File: src/rtl/sys_bus_regbank_pkg.sv
// Shared constants and types for the system-bus register bank responder.
package sys_bus_regbank_pkg;

    localparam int unsigned DW = 32;

    // CTL register bit positions
    localparam int unsigned CTL_COMMIT = 0;
    localparam int unsigned CTL_AUTO   = 1;
    localparam int unsigned CTL_OVF    = 8;

    localparam logic [1:0] IDLE = 2'd0;
    localparam logic [1:0] WACK = 2'd1;
    localparam logic [1:0] RD   = 2'd2;

    // Reset values for up to REG_RST_N RW registers (NR must not exceed this)
    localparam int unsigned REG_RST_N = 16;
    localparam logic [DW-1:0] REG_RST [REG_RST_N] = '{
        32'hC0DE_00FF, 32'hC0DE_01FE, 32'hC0DE_02FD, 32'hC0DE_03FC,
        32'hC0DE_04FB, 32'hC0DE_05FA, 32'hC0DE_06F9, 32'hC0DE_07F8,
        32'hC0DE_08F7, 32'hC0DE_09F6, 32'hC0DE_0AF5, 32'hC0DE_0BF4,
        32'hC0DE_0CF3, 32'hC0DE_0DF2, 32'hC0DE_0EF1, 32'hC0DE_0FF0
    };

    typedef enum logic [1:0] {
        DEC_RW,
        DEC_STS,
        DEC_CTL,
        DEC_NONE
    } dec_e;

    typedef struct packed {
        logic          ack;
        logic          err;
        logic [DW-1:0] rdata;
    } rsp_t;

endpackage

File: src/rtl/sys_bus_regbank_if.sv
// System bus slave-port signal bundle: request in, response out on the slave side.
interface sys_bus_if #(
    parameter int unsigned SW = 20
);
    logic [SW-1:0] addr;
    logic [31:0]   wdata;
    logic          wen;
    logic          ren;
    logic [31:0]   rdata;
    logic          err;
    logic          ack;

    modport m (output addr, wdata, wen, ren, input rdata, err, ack);
    modport s (input addr, wdata, wen, ren, output rdata, err, ack);
endinterface

File: src/rtl/sys_bus_regbank_rd_pipe.sv
// RL-deep response delay line; the last stage is the registered bus response.
module sys_bus_rd_pipe
    import sys_bus_regbank_pkg::*;
#(
    parameter int unsigned RL = 2
) (
    input  logic clk_i,
    input  logic rstn_i,
    input  logic rd_vld,
    input  rsp_t rd_rsp,
    input  logic wr_vld,
    input  logic wr_err,
    output rsp_t rsp
);

    rsp_t [RL-1:0] stg_q;

    // Write acks bypass straight into the output stage; the FSM never overlaps them with reads.
    always_ff @(posedge clk_i or negedge rstn_i) begin
        if (!rstn_i) begin
            stg_q <= '0;
        end else begin
            stg_q[0] <= rd_vld ? rd_rsp : '0;
            for (int i = 1; i < int'(RL); i++) begin
                stg_q[i] <= stg_q[i-1];
            end
            if (wr_vld) begin
                stg_q[RL-1].ack   <= 1'b1;
                stg_q[RL-1].err   <= wr_err;
                stg_q[RL-1].rdata <= '0;
            end
        end
    end

    assign rsp = stg_q[RL-1];

endmodule

File: src/rtl/sys_bus_regbank.sv
// Register-bank responder: NR shadow/active RW registers, NS status words and a CTL word.
module sys_bus_regbank
    import sys_bus_regbank_pkg::*;
#(
    parameter int unsigned SW = 20,
    parameter int unsigned NR = 8,
    parameter int unsigned NS = 4,
    parameter int unsigned RL = 2
) (
    input  logic                   clk_i,
    input  logic                   rstn_i,
    sys_bus_if.s                   bus,
    output logic [NR-1:0][DW-1:0]  reg_o,
    output logic [NR-1:0]          wr_o,
    input  logic [NS-1:0][DW-1:0]  sts_i,
    input  logic                   upd_i
);

    localparam int unsigned KW = SW - 2;
    localparam int unsigned CW = $clog2(RL + 1);
    localparam logic [KW-1:0] K_CTL = '1;

    logic [KW-1:0]         k;
    logic                  unused_addr_lsb;
    dec_e                  dec;
    logic                  dec_none;
    logic [DW-1:0]         rd_word;
    logic [NR-1:0][DW-1:0] shadow_q;

    logic [1:0]    state_q, state_d;
    logic [CW-1:0] cnt_q, cnt_d;
    logic          wr_acc, rd_acc, ovf_set;

    logic auto_q, ovf_q;
    logic ctl_wr, commit;

    rsp_t rd_rsp, rsp;

    assign k               = bus.addr[SW-1:2];
    assign unused_addr_lsb = ^bus.addr[1:0];

    // Address decode
    always_comb begin
        dec = DEC_NONE;
        if (k < KW'(NR)) begin
            dec = DEC_RW;
        end else if (k < KW'(NR + NS)) begin
            dec = DEC_STS;
        end else if (k == K_CTL) begin
            dec = DEC_CTL;
        end
    end

    assign dec_none = (dec == DEC_NONE);

    // Read word selection; unmapped reads return zero
    always_comb begin
        rd_word = '0;
        case (dec)
            DEC_RW: begin
                for (int i = 0; i < int'(NR); i++) begin
                    if (k == KW'(i)) rd_word = shadow_q[i];
                end
            end
            DEC_STS: begin
                for (int i = 0; i < int'(NS); i++) begin
                    if (k == KW'(NR + i)) rd_word = sts_i[i];
                end
            end
            DEC_CTL: begin
                rd_word[CTL_OVF]  = ovf_q;
                rd_word[CTL_AUTO] = auto_q;
            end
            default: ;
        endcase
    end

    always_ff @(posedge clk_i or negedge rstn_i) begin
        if (!rstn_i) begin
            state_q <= IDLE;
            cnt_q   <= '0;
        end else begin
            state_q <= state_d;
            cnt_q   <= cnt_d;
        end
    end

    // Strobes are only taken in IDLE; anything arriving elsewhere is an overflow
    always_comb begin
        state_d = state_q;
        cnt_d   = cnt_q;
        wr_acc  = 1'b0;
        rd_acc  = 1'b0;
        ovf_set = 1'b0;
        case (state_q)
            IDLE: begin
                if (bus.wen) begin
                    wr_acc  = 1'b1;
                    ovf_set = bus.ren;
                    state_d = WACK;
                end else if (bus.ren) begin
                    rd_acc  = 1'b1;
                    cnt_d   = CW'(RL - 1);
                    state_d = RD;
                end
            end
            WACK: begin
                ovf_set = bus.wen | bus.ren;
                state_d = IDLE;
            end
            RD: begin
                ovf_set = bus.wen | bus.ren;
                if (cnt_q == '0) begin
                    state_d = IDLE;
                end else begin
                    cnt_d = cnt_q - CW'(1);
                end
            end
            default: state_d = IDLE;
        endcase
    end

    assign ctl_wr = wr_acc && (dec == DEC_CTL);
    assign commit = upd_i | (ctl_wr & bus.wdata[CTL_COMMIT]);

    // A same-cycle overflow event outranks a write-1-to-clear
    always_ff @(posedge clk_i or negedge rstn_i) begin
        if (!rstn_i) begin
            auto_q <= 1'b0;
            ovf_q  <= 1'b0;
        end else begin
            if (ctl_wr) auto_q <= bus.wdata[CTL_AUTO];
            if (ovf_set) begin
                ovf_q <= 1'b1;
            end else if (ctl_wr && bus.wdata[CTL_OVF]) begin
                ovf_q <= 1'b0;
            end
        end
    end

    for (genvar i = 0; i < int'(NR); i++) begin : g_reg
        logic          hit;
        logic [DW-1:0] shd_q, act_q;
        logic          wr_q;

        assign hit = wr_acc && (dec == DEC_RW) && (k == KW'(i));

        // Commit forwards a same-cycle shadow write into the active copy
        always_ff @(posedge clk_i or negedge rstn_i) begin
            if (!rstn_i) begin
                shd_q <= REG_RST[i];
                act_q <= REG_RST[i];
                wr_q  <= 1'b0;
            end else begin
                wr_q <= hit;
                if (hit) shd_q <= bus.wdata;
                if (commit) begin
                    act_q <= hit ? bus.wdata : shd_q;
                end else if (hit && auto_q) begin
                    act_q <= bus.wdata;
                end
            end
        end

        assign shadow_q[i] = shd_q;
        assign reg_o[i]    = act_q;
        assign wr_o[i]     = wr_q;
    end

    assign rd_rsp.ack   = 1'b1;
    assign rd_rsp.err   = dec_none;
    assign rd_rsp.rdata = rd_word;

    sys_bus_rd_pipe #(
        .RL (RL)
    ) u_rd_pipe (
        .clk_i  (clk_i),
        .rstn_i (rstn_i),
        .rd_vld (rd_acc),
        .rd_rsp (rd_rsp),
        .wr_vld (wr_acc),
        .wr_err (dec_none),
        .rsp    (rsp)
    );

    assign bus.ack   = rsp.ack;
    assign bus.err   = rsp.err;
    assign bus.rdata = rsp.rdata;

endmodule

File: src/flat_wrapper.sv
// flat-port wrapper written by rule: the top's interface ports become plain ports
module sys_bus_regbank_flat import sys_bus_regbank_pkg::*;
#(
    parameter int unsigned SW = 20,
    parameter int unsigned NR = 8,
    parameter int unsigned NS = 4,
    parameter int unsigned RL = 2
)
  (clk_i, rstn_i, reg_o, wr_o, sts_i, upd_i, bus_addr, bus_wdata, bus_wen, bus_ren, bus_rdata, bus_err, bus_ack);
  sys_bus_if #(.SW(SW)) bus_i ();
  input  logic clk_i;
  input  logic rstn_i;
  output logic [NR-1:0][DW-1:0] reg_o;
  output logic [NR-1:0] wr_o;
  input  logic [NS-1:0][DW-1:0] sts_i;
  input  logic upd_i;
  input wire logic [$bits(bus_i.addr)-1:0] bus_addr;
  input wire logic [$bits(bus_i.wdata)-1:0] bus_wdata;
  input wire logic [$bits(bus_i.wen)-1:0] bus_wen;
  input wire logic [$bits(bus_i.ren)-1:0] bus_ren;
  output wire logic [$bits(bus_i.rdata)-1:0] bus_rdata;
  output wire logic [$bits(bus_i.err)-1:0] bus_err;
  output wire logic [$bits(bus_i.ack)-1:0] bus_ack;
  assign bus_i.addr = bus_addr;
  assign bus_i.wdata = bus_wdata;
  assign bus_i.wen = bus_wen;
  assign bus_i.ren = bus_ren;
  assign bus_rdata = bus_i.rdata;
  assign bus_err = bus_i.err;
  assign bus_ack = bus_i.ack;
  sys_bus_regbank #(.SW(SW), .NR(NR), .NS(NS), .RL(RL)) u_core (.clk_i(clk_i), .rstn_i(rstn_i), .bus(bus_i), .reg_o(reg_o), .wr_o(wr_o), .sts_i(sts_i), .upd_i(upd_i));
endmodule
File: config.mk
export PLATFORM = sky130hd
export DESIGN_NAME = sys_bus_regbank_flat
export DESIGN_NICKNAME = d
export VERILOG_FILES = /design/src/rtl/sys_bus_regbank_pkg.sv /design/src/rtl/sys_bus_regbank_if.sv /design/src/rtl/sys_bus_regbank_rd_pipe.sv /design/src/rtl/sys_bus_regbank.sv /design/src/flat_wrapper.sv
export SDC_FILE = /design/constraint.sdc
export NUM_CORES = 1
export LEC_CHECK = 0
export BUFFER_PORTS_ARGS = -buffer_cell sky130_fd_sc_hd__buf_2
export CAP_MARGIN = 10
export CORE_UTILIZATION = 55
export DETAILED_ROUTE_END_ITERATION = 8
export GPL_TIMING_DRIVEN = 0
export PLACE_DENSITY_LB_ADDON = 0.3
export RECOVER_POWER = 100
export SYNTH_ARGS = -nofsm -noshare
export SYNTH_HDL_FRONTEND = slang
export SYNTH_SLANG_ARGS = --single-unit
export TNS_END_PERCENT = 30
File: constraint.sdc
create_clock -name clk_i -period 2.7 [get_ports clk_i]
set_clock_uncertainty 0.1 [all_clocks]
set_input_delay 0.135 -clock clk_i [delete_from_list [all_inputs] [get_ports clk_i]]
set_output_delay 0.135 -clock clk_i [all_outputs]
set_load 0.05 [all_outputs]
# --- Yosys cells after proc, flatten, opt, wreduce, memory -nomap -nowiden ---
# Index checks and enable logic that the tools add are counted.
op_classes:
  n_addsub: 1
  mul: 0
  div_mod_pow: 0
  magnitude_cmp: 2
  n_eq_ne: 22
  shifts: 0
  n_mux: 63
  bitwise_logic: 3
  reduce_logical: 36
op_table:
  columns: ["cell", "n"]
  rows:
  - ["2-to-1 mux 32 bit", 36]
  - ["equality test 18 x 3 -> 1 bit, second input constant", 4]
  - ["equality test 18 x 4 -> 1 bit, second input constant", 4]
  - ["2-to-1 mux 34 bit", 2]
  - ["one-hot mux 23 bit (2 select lines)", 1]
  - ["equality test 18 x 2 -> 1 bit, second input constant", 2]
  - ["< comparator 18 x 4 -> 1 bit, second input constant", 2]
  - ["nonzero test 2 bit", 10]
  - ["logical AND 1 bit", 19]
  - ["equality test 18 x 1 -> 1 bit, second input constant", 1]
  - ["equality test 18 bit, second input constant", 1]
  - ["logical NOT 18 bit", 1]
  - ["2-to-1 mux 2 bit", 8]
  - ["one-hot mux 6 bit (2 select lines)", 1]
  - ["2-to-1 mux 1 bit", 9]
  - ["one-hot mux 2 bit (2 select lines)", 2]
  - ["equality test 2 bit, second input constant", 3]
  - ["logical NOT 2 bit", 3]
  - ["!= test 2 bit, second input constant", 3]
  - ["one-hot mux 1 bit (3 select lines)", 2]
  - ["equality test 2 x 1 -> 1 bit, second input constant", 2]
  - ["one-hot mux 1 bit (2 select lines)", 2]
  - ["AND reduction 4 bit", 1]
  - ["!= test 3 bit, second input constant", 1]
  - ["6 further kinds", 7]
word_totals:
  reg_bits: 594
  latchBits: 0
  ramBits: 0
  rom_bits: 0
  in_bits: 185
  output_inout_bits: 298
  wordCells: 161
  n_memories: 0

# --- Logic depth before layout (Yosys ltp) ---
# Gate-level depths: netlist of run 1.
depth:
  ltp_word: 11
  ltp_mapped: 12
  depth_no_buf: 8

# --- Cells and area by module ---
# From an unflattened synthesis of run 1, not the netlist that was laid out.
unflattened:
  hier_cells: 2724
  hier_area_um2: 28901.5
by_module_without_submodules:
  columns: ["module", "instances", "cells_each", "area_each_um2", "seq_area_each_um2"]
  rows:
  - ["sys_bus_regbank", 1, 2548, 26477.9, 13482.9]
  - ["sys_bus_rd_pipe", 1, 176, 2423.6, 1701.6]

# --- Worst setup path before layout of run 1 ---
# Ideal clock, no wire load.
synth_timing:
  path_kind: "reg2reg"
  start: "register u_core.state_q[0]"
  end: "register u_core.g_reg[7].shd_q[11]"
  setup_time_ps: 125
  arrival_ps: 2266
  required_ps: 2475
  path_slack_ps: 210
  stages_incl_launch_ff: 10
  synth_period_minus_slack_ps: 2490
  cell_sequence: "dfrtp_1 inv_1 ha_1 buf_2 and2_1 clkbuf_1 nand4_2 nor3_2 buf_2 mux2_2"
synth_between:
  elab_chain_cells: 5
synth_rtl:
  columns: ["item", "line", "source"]
  rows:
  - ["start, declared", "sys_bus_regbank.sv:30", "logic [1:0] state_q, state_d;"]
  - ["start signal, assigned", "sys_bus_regbank.sv:83", "state_q <= state_d;"]
  - ["logical NOT 2 bit", "sys_bus_regbank.sv:95", "case (state_q)"]
  - ["2-to-1 mux 1 bit", "sys_bus_regbank.sv:95", null]
  - ["logical AND 1 bit (2 in a row)", "sys_bus_regbank.sv:146", "assign hit = wr_acc && (dec == DEC_RW) && (k == KW'(i));"]
  - ["2-to-1 mux 32 bit", null, null]
  - ["end signal, assigned", "sys_bus_regbank.sv:151", "shd_q <= REG_RST[i];"]
  - ["end signal, assigned", "sys_bus_regbank.sv:156", "if (hit) shd_q <= bus.wdata;"]
  - ["end, declared", "sys_bus_regbank.sv:143", "logic [DW-1:0] shd_q, act_q;"]
# No other way between the ends.
# A chain may end at the register's enable or synchronous reset.

# --- Final worst setup path of run 1 ---
layout_timing:
  start: "input port bus_addr[3]"
  end: "register u_core.u_rd_pipe.stg_q[3] (netlist name)"
layout_between:
  elab_chain_cells: 11
  word_cells_on_any_way: 34
layout_rtl:
  columns: ["item", "line", "source"]
  rows:
  - ["start, declared", "flat_wrapper.sv:17", "input wire logic [$bits(bus_i.addr)-1:0] bus_addr;"]
  - ["logical NOT 18 bit", "sys_bus_regbank.sv:62", "if (k == KW'(i)) rd_word = shadow_q[i];"]
  - ["2-to-1 mux 32 bit (8 in a row)", "sys_bus_regbank.sv:62", null]
  - ["one-hot mux 6 bit (2 select lines) *", "sys_bus_regbank.sv:59", "case (dec)"]
  - ["2-to-1 mux 34 bit *", "sys_bus_regbank_rd_pipe.sv:23", "stg_q[0] <= rd_vld ? rd_rsp : '0;"]
  - ["end signal, assigned by index", "sys_bus_regbank_rd_pipe.sv:25", "stg_q[i] <= stg_q[i-1];"]
  - ["end, declared", "sys_bus_regbank_rd_pipe.sv:16", "rsp_t [RL-1:0] stg_q;"]
# Mark *: on every way between the ends. The rest lies on a longest branch, timed or not.

==> results.yml, run 1 <==
floorplan:
  fp.dieH_um: 227
  die_area_um2: 51500
  core.rowCount: 82
  io_pins: 483
  fp.dieW_um: 227
  core_um2: 50000
  initial_core_util_pct: 55.6
grt:
  grt_use_total_pct: 50.9
  overflow: 0
  grt_pass1_vias: 26632
  grt_first_pass_wirelength_um: 184000
  grt_max_degree: 134
  grt_antenna_before_repair: 14
route:
  drc: 0
  drtIter0Drc: 4059
  first_pass_iters: 7
  avgViaCountPerCell: 6.56
  wire_per_inst_um: 31.1
  wl_um: 132000
  vias: 27743
  postRouteAntennaNets: 0
placed_design:
  place_hpwl_um: 93000
  gp_congestion: 1.04
  port_buffers: 478
  placed_cells: 3901
sta:
  finalHoldViolations: 0
  finalSetupViolations: 15
  fin_tns_setup_ns: -0.793
  fmax_mhz: 355
  final.min_clock_period_ns: 2.82
  holdWs_ns: 0.0354
  slew_viol_final: 0
  postLayoutSetupSlackWorst_ns: -0.115
  worst_slew_pin_slew_ns: 1.20
  slew-limit-headroom_pct: 20.1
  post-route-period-util_pct: 104
  rsz0062_at_grt: "true"
power:
  p_leak_nw: 16.5
  vdd_drop_max_mv: 0.520
  p_total_mw: 20.3
  p_per_area_nw_per_um2: 571
outcome:
  status: "complete, but fails checks"
  violations: "setup timing"
job:
  max_cap_violations: 0
synthesis:
  synth_async_sr_flop_share_pct: 100
  synth_nets: 2932
  synth_area_um2: 27800
  yosysWarnings: 0
  synth_edf_count: 0
  synthCells: 2743
  synth.distinct_cells: 61
  seq_area_frac_synth_pct: 54.6
  synth_ff_type: "dfrtp_1"
  synth.avg_cell_area_um2: 10.1
  ys_ff_latch: 594
layout:
  fin_nets: 3685
  seq_area_um2: 15200
  multi_input_area_um2: 11500
  fin_cells: 4229
  area_growth_pct: 27.8
  drive_gt1_share_pct: 29.0
  fill_cells: 3718
clock_tree:
  cts-root-buf: "clkbuf_16"
  tritoncts: "built"
  htreeDepth: 2
  clk_pin_slew_ns: 0.07
  clockBufferDepth: 3
  clock_latency_ns: 0.66
  clock-sinks: 594
  cts_buffers: 60
worst_setup_path:
  crit_buf_inv: 4
  cp_top_family: "buffers and inverters"
  slowest_delay_ns: 0.53
  arrival_ns: 3.23
  cpMaxStageDelayCell: "clkbuf_1"
  cp_common_cell: "clkbuf_1"
  start_kind: "primary input"
  crit_type: "primary input to flip-flop"
  cp_cell_sequence: "buf_2 > and2_1 > clkbuf_1 > nand4_1 > or2_1 > clkbuf_1 > clkbuf_1 > o21ai_0 > o22ai_1 > o21ai_1"
  end_kind: "flip-flop"
  cp_max_fo: 10
  required_ns: 3.12
hold_path:
  hp-class: "primary input to asynchronous set/reset pin"
==> cell usage after synthesis (7+ instances only) <==
cell type / count / share of area [%]
nand2_1: 733 / 9.9
dfrtp_1: 338 / 30
dfstp_2: 256 / 24
a22oi_1: 226 / 6.1
mux2_2: 164 / 6.6
clkbuf_1: 155 / 2.1
o21ai_0: 127 / 2.3
nor3_1: 85 / 1.5
nor2_1: 69 / 0.93
a21oi_1: 64 / 1.2
buf_2: 55 / 0.99
nand3_1: 49 / 0.88
buf_4: 44 / 1.2
inv_1: 41 / 0.55
and2_1: 37 / 0.83
mux4_2: 30 / 2.4
mux2_1: 29 / 1.2
or3_1: 23 / 0.52
o211ai_1: 22 / 0.59
nand4_1: 20 / 0.45
o31ai_1: 20 / 0.54
a221oi_1: 18 / 0.57
o22ai_1: 15 / 0.34
o21ai_1: 14 / 0.25
buf_1: 13 / 0.18
nor2b_1: 10 / 0.22
a31o_2: 7 / 0.22
o32ai_1: 7 / 0.22
==> what timing repair did <==
| item | CTS | global route |
|---|---|---|
| setup buffers | 31 | 13 |
| resized for setup | 107 | 99 |
| hold buffers | 164 | 0 |
| pin swaps | 17 | 13 |
| gates cloned | 0 | 0 |
| endpoints found under the hold margin | 339 | 0 |
| endpoints found under the setup margin | 523 | 442 |
==> per-stage QoR <==
stage / setup slack [ns] / instance area [µm²] / util (%)
floorplan: 0.210 / 27800 / -
global placement: -10.22 / 31000 / 62.1
detailed placement: -1.17 / 31200 / 62.5
CTS: 0.00156 / 35600 / 71.3
global route: -0.0499 / 35500 / 71.1
finish: -0.115 / 35500 / 71.1
==> routing by layer <==
metal | GRT usage [%] | vias up | routed length, µm
met5 | 0.196 | - | 96
met1 | 62.6 | 13583 | 45700
li1 | - | 11059 | -
met3 | 20.9 | 656 | 19400
met2 | 73.6 | 2431 | 55700
met4 | 33.5 | 14 | 10700
==> state kept, by name (all words and copies together) (netlist names) <==
signal                  cells
u_core.g.shd_q            256
u_core.ovf_q                1
u_core.cnt_q                2
u_core.g.act_q            256
u_core.u_rd_pipe.rsp       34
u_core.g.wr_q               8
u_core.state_q              2
u_core.u_rd_pipe.stg_q     34
u_core.auto_q               1
==> worst paths after layout <==
path	startpoint	slack, ns	depth (start not counted)	to
max in group asynchronous	rstn_i	0.56	5	u_core.g_reg[0].act_q[17]
setup / recovery	bus_addr[3]	-0.12	10	u_core.u_rd_pipe.stg_q[3]
min in group clk_i	bus_addr[5]	0.09	5	u_core.u_rd_pipe.stg_q[8]
hold / removal	rstn_i	0.04	2	u_core.u_rd_pipe.rsp[26]
hold reg to reg	u_core.u_rd_pipe.stg_q[27]	0.35	1	u_core.u_rd_pipe.rsp[27]
setup reg to reg	u_core.state_q[0]	0	10	u_core.g_reg[1].act_q[24]
==> power breakdown <==
part | switching, mW | total, mW | internal, mW
combinational | 1.49 | 2.13 | 0.640
clock | 3.74 | 9.08 | 5.34
sequential | 0.0615 | 9.06 | 9.00
total | 5.29 | 20.3 | 15.0
==> final cells by class <==
class / instances / share of cell area (%)
multi-input cells: 1837 / 32.5
well taps: 672 / 2.37
diodes: 10 / 0.0704
clock buffers: 83 / 4.78
flip-flops and latches: 594 / 42.7
repair buffers: 694 / 11.9
clock inverters: 30 / 1.16
plain buffers: 268 / 3.98
inverters: 41 / 0.433
==> logic make-up (layout without fill, tap and decap cells) <==
logic type      Yosys count  count (layout)  share of synthesized area (%)
fa+ha+maj                 4               4                          0.180
simple gates           1066            1066                           16.8
other cells               0              10                              0
flops                   594             594                           54.6
mux                     227             227                           10.4
buf+inv                 312            1116                           5.16
compound gates          540             540                           12.9
==> placed cells by master (no fill, tap or decap), types with 8 or more instances in the layout <==
cell type      synthesis  layout
nand2_1              733     731
clkbuf_1             155     403
dfrtp_1              338     338
dfstp_2              256     256
buf_2                 55     233
a22oi_1              226     220
mux2_2               164     164
dlygate4sd3_1          0     164
o21ai_0              127     121
buf_4                 44      88
nor3_1                85      78
clkbuf_16              0      61
nor2_1                69      58
a21oi_1               64      55
clkbuf_2               0      48
nand3_1               49      48
inv_1                 41      40
mux4_2                30      30
mux2_1                29      29
or3_1                 23      23
o211ai_1              22      22
nand4_1               20      20
o31ai_1               20      20
o21ai_1               14      20
and2_0                 0      20
a221oi_1              18      17
clkinv_2               0      17
and2_1                37      16
nor3_4                 6      12
o22ai_1               15      11
diode_2                0      10
nor2b_1               10      10
nor2_4                 0      10
bufinv_16              0      10
clkbuf_4               0       9
clkbuf_8               0       9
buf_6                  4       8
(Power assumes the default switching activity.)
==> run 2, diff against run 1 <==
==> constraint.sdc (replaced) <==
create_clock -name clk_i -period 2.8 [get_ports clk_i]
set_clock_uncertainty 0.1 [all_clocks]
set_input_delay 0.14 -clock clk_i [delete_from_list [all_inputs] [get_ports clk_i]]
set_output_delay 0.14 -clock clk_i [all_outputs]
set_load 0.05 [all_outputs]
==> run 2 against run 1 <==
Net effect: the flow finishes with violations (capacitance limit, slew limit, setup timing); register-to-register slack about the same; worst setup slack better by 0.011 ns; clock power is 3.6% lower; cell count fell by 0.14%; sequential power fell by 3.5%; critical path depth decreased by 2; sequential share of layout area down 0.19 points; total power decreased by 3.7%.
==> results.yml, run 2 (synthesis results as in run 1) <==
outcome:
  status: "complete, but fails checks"
  violations: "capacitance limit, slew limit, setup timing"
clock_tree:
  cts_buffers: 60
  clock-sinks: 594
  clk_pin_slew_ns: 0.07
  clock_latency_ns: 0.66
  clockBufferDepth: 3
  tritoncts: "built"
  htreeDepth: 2
  cts-root-buf: "clkbuf_16"
sta:
  slew_viol_final: 134
  finalSetupViolations: 5
  worst_slew_pin_slew_ns: 1.67
  rsz0062_at_grt: "true"
  finalHoldViolations: 0
  slew-limit-headroom_pct: -11.4
  post-route-period-util_pct: 104
  fin_tns_setup_ns: -0.268
  fmax_mhz: 344
  postLayoutSetupSlackWorst_ns: -0.105
  final.min_clock_period_ns: 2.90
worst_setup_path:
  required_ns: 3.27
  reg2reg_slack_ns: -0.01
  start_kind: "primary input"
  r2r_cells: 11
  cp_max_fo: 10
  cp-endpoint: "u_core.u_rd_pipe.stg_q[17]"
  crit_type: "primary input to flip-flop"
  end_kind: "flip-flop"
  r2r_end: "u_core.g_reg[7].act_q[25]"
  r2r_start: "u_core.state_q[0]"
  crit_start: "bus_addr[8]"
  arrival_ns: 3.38
placed_design:
  gp_congestion: 1.04
  place_area_um2: 31200
  port_buffers: 478
  placed_cells: 3901
  preCtsSetupSlack_ns: -1.07
  place_hpwl_um: 93000
floorplan:
  die_area_um2: 51500
  io_pins: 483
  fp.dieW_um: 227
  initial_core_util_pct: 55.6
  core.rowCount: 82
  fp.dieH_um: 227
  core_um2: 50000
power:
  switching_power_mw: 5.09
  p_leak_nw: 17.5
  swShare_pct: 26.1
  p_clk_share_pct: 44.8
  p_per_area_nw_per_um2: 547
  p_int_mw: 14.4
  vdd_drop_max_mv: 0.498
  seq_power_share_pct: 44.8
  p_comb_share_pct: 10.4
layout:
  area_growth_pct: 28.3
  reg_top3: "u_core.g.act_q (256), u_core.g.shd_q (256)"
  layout_common_cells: "nand2_1, buf_2, dfrtp_1, dfstp_2, a22oi_1"
  mostFrequentLayoutCell: "nand2_1"
  stdcell_area_um2: 35700
  fin_nets: 3677
  fin_cells: 4223
  drive_gt1_share_pct: 35.7
grt:
  grt_max_degree: 134
  grt_first_pass_wirelength_um: 183000
  grt_use_total_pct: 50.8
  overflow: 0
  grt_pass1_vias: 26604
  grt_antenna_before_repair: 14
route:
  wire_per_inst_um: 31.0
  postRouteAntennaNets: 0
  drc: 0
  first_pass_iters: 9
  avgViaCountPerCell: 6.58
  vias: 27781
  drtIter0Drc: 3895
  wl_um: 131000
hold_path:
  hp-class: "primary input to asynchronous set/reset pin"
job:
  max_cap_violations: 1
[run 2: how the worst min path moves through the flow]
stage,start,end,cells past startpoint
detailed placement,rstn_i,u_core.u_rd_pipe.rsp[21],1
CTS,bus_addr[13],u_core.g_reg[7].wr_q,4
global route,bus_addr[4],u_core.g_reg[5].wr_q,3
global placement,u_core.u_rd_pipe.stg_q[33],u_core.u_rd_pipe.rsp[33],1
finish,rstn_i,u_core.u_rd_pipe.rsp[22],2
floorplan,rstn_i,u_core.auto_q,0
[run 2: layer usage]
metal	track usage, %	routed length, µm
met1	62.2	45700
met2	73.9	56100
met5	0.391	131
met3	21.0	18900
met4	32.8	10200
[run 2: metrics by stage]
step,hold WS [ns],utilization [%],power (mW)
floorplan,-0.256,-,9.63
global placement,0.322,62.1,10.4
detailed placement,0.166,62.5,10.5
CTS,0.0106,71.1,19.3
global route,0.0980,71.4,19.9
finish,0.0548,71.4,19.5
[run 2: cell type report]
type | instances | area (µm²)
well taps | 672 | 841
plain buffers | 268 | 1390
diodes | 12 | 30.0
repair buffers | 686 | 4510
fillers | 3575 | 14300
clock inverters | 30 | 410
multi-input cells | 1837 | 11500
inverters | 41 | 154
clock buffers | 83 | 1700
flip-flops and latches | 594 | 15200
[run 2: worst max-delay path, cell delays in order]
cell and delay, ns:
buf_2 0.13, nor4_4 0.59, nand4_2 0.35, clkbuf_1 0.43, or3_1 0.48, a221oi_1 0.65
o22ai_2 0.34, o21ai_1 0.24
[run 2: what timing repair did]
item / 4_1_cts / 5_1_grt
hold endpoints to repair: 341 / 0
buffers inserted: 30 / 7
resized for setup: 80 / 89
hold buffers: 163 / 0
gates cloned: 0 / 0
setup endpoints to repair: 489 / 453
pin swaps: 18 / 9
[run 2: power by group through the flow]
stage | combinational [mW] | sequential (mW) | clock [mW]
after floorplan | 0.622 | 9.01 | 0
after global placement | 1.58 | 8.87 | 0
after detailed placement | 1.65 | 8.88 | 0
after CTS | 1.89 | 8.73 | 8.68
after global routing | 2.10 | 8.74 | 9.04
final | 2.03 | 8.74 | 8.75
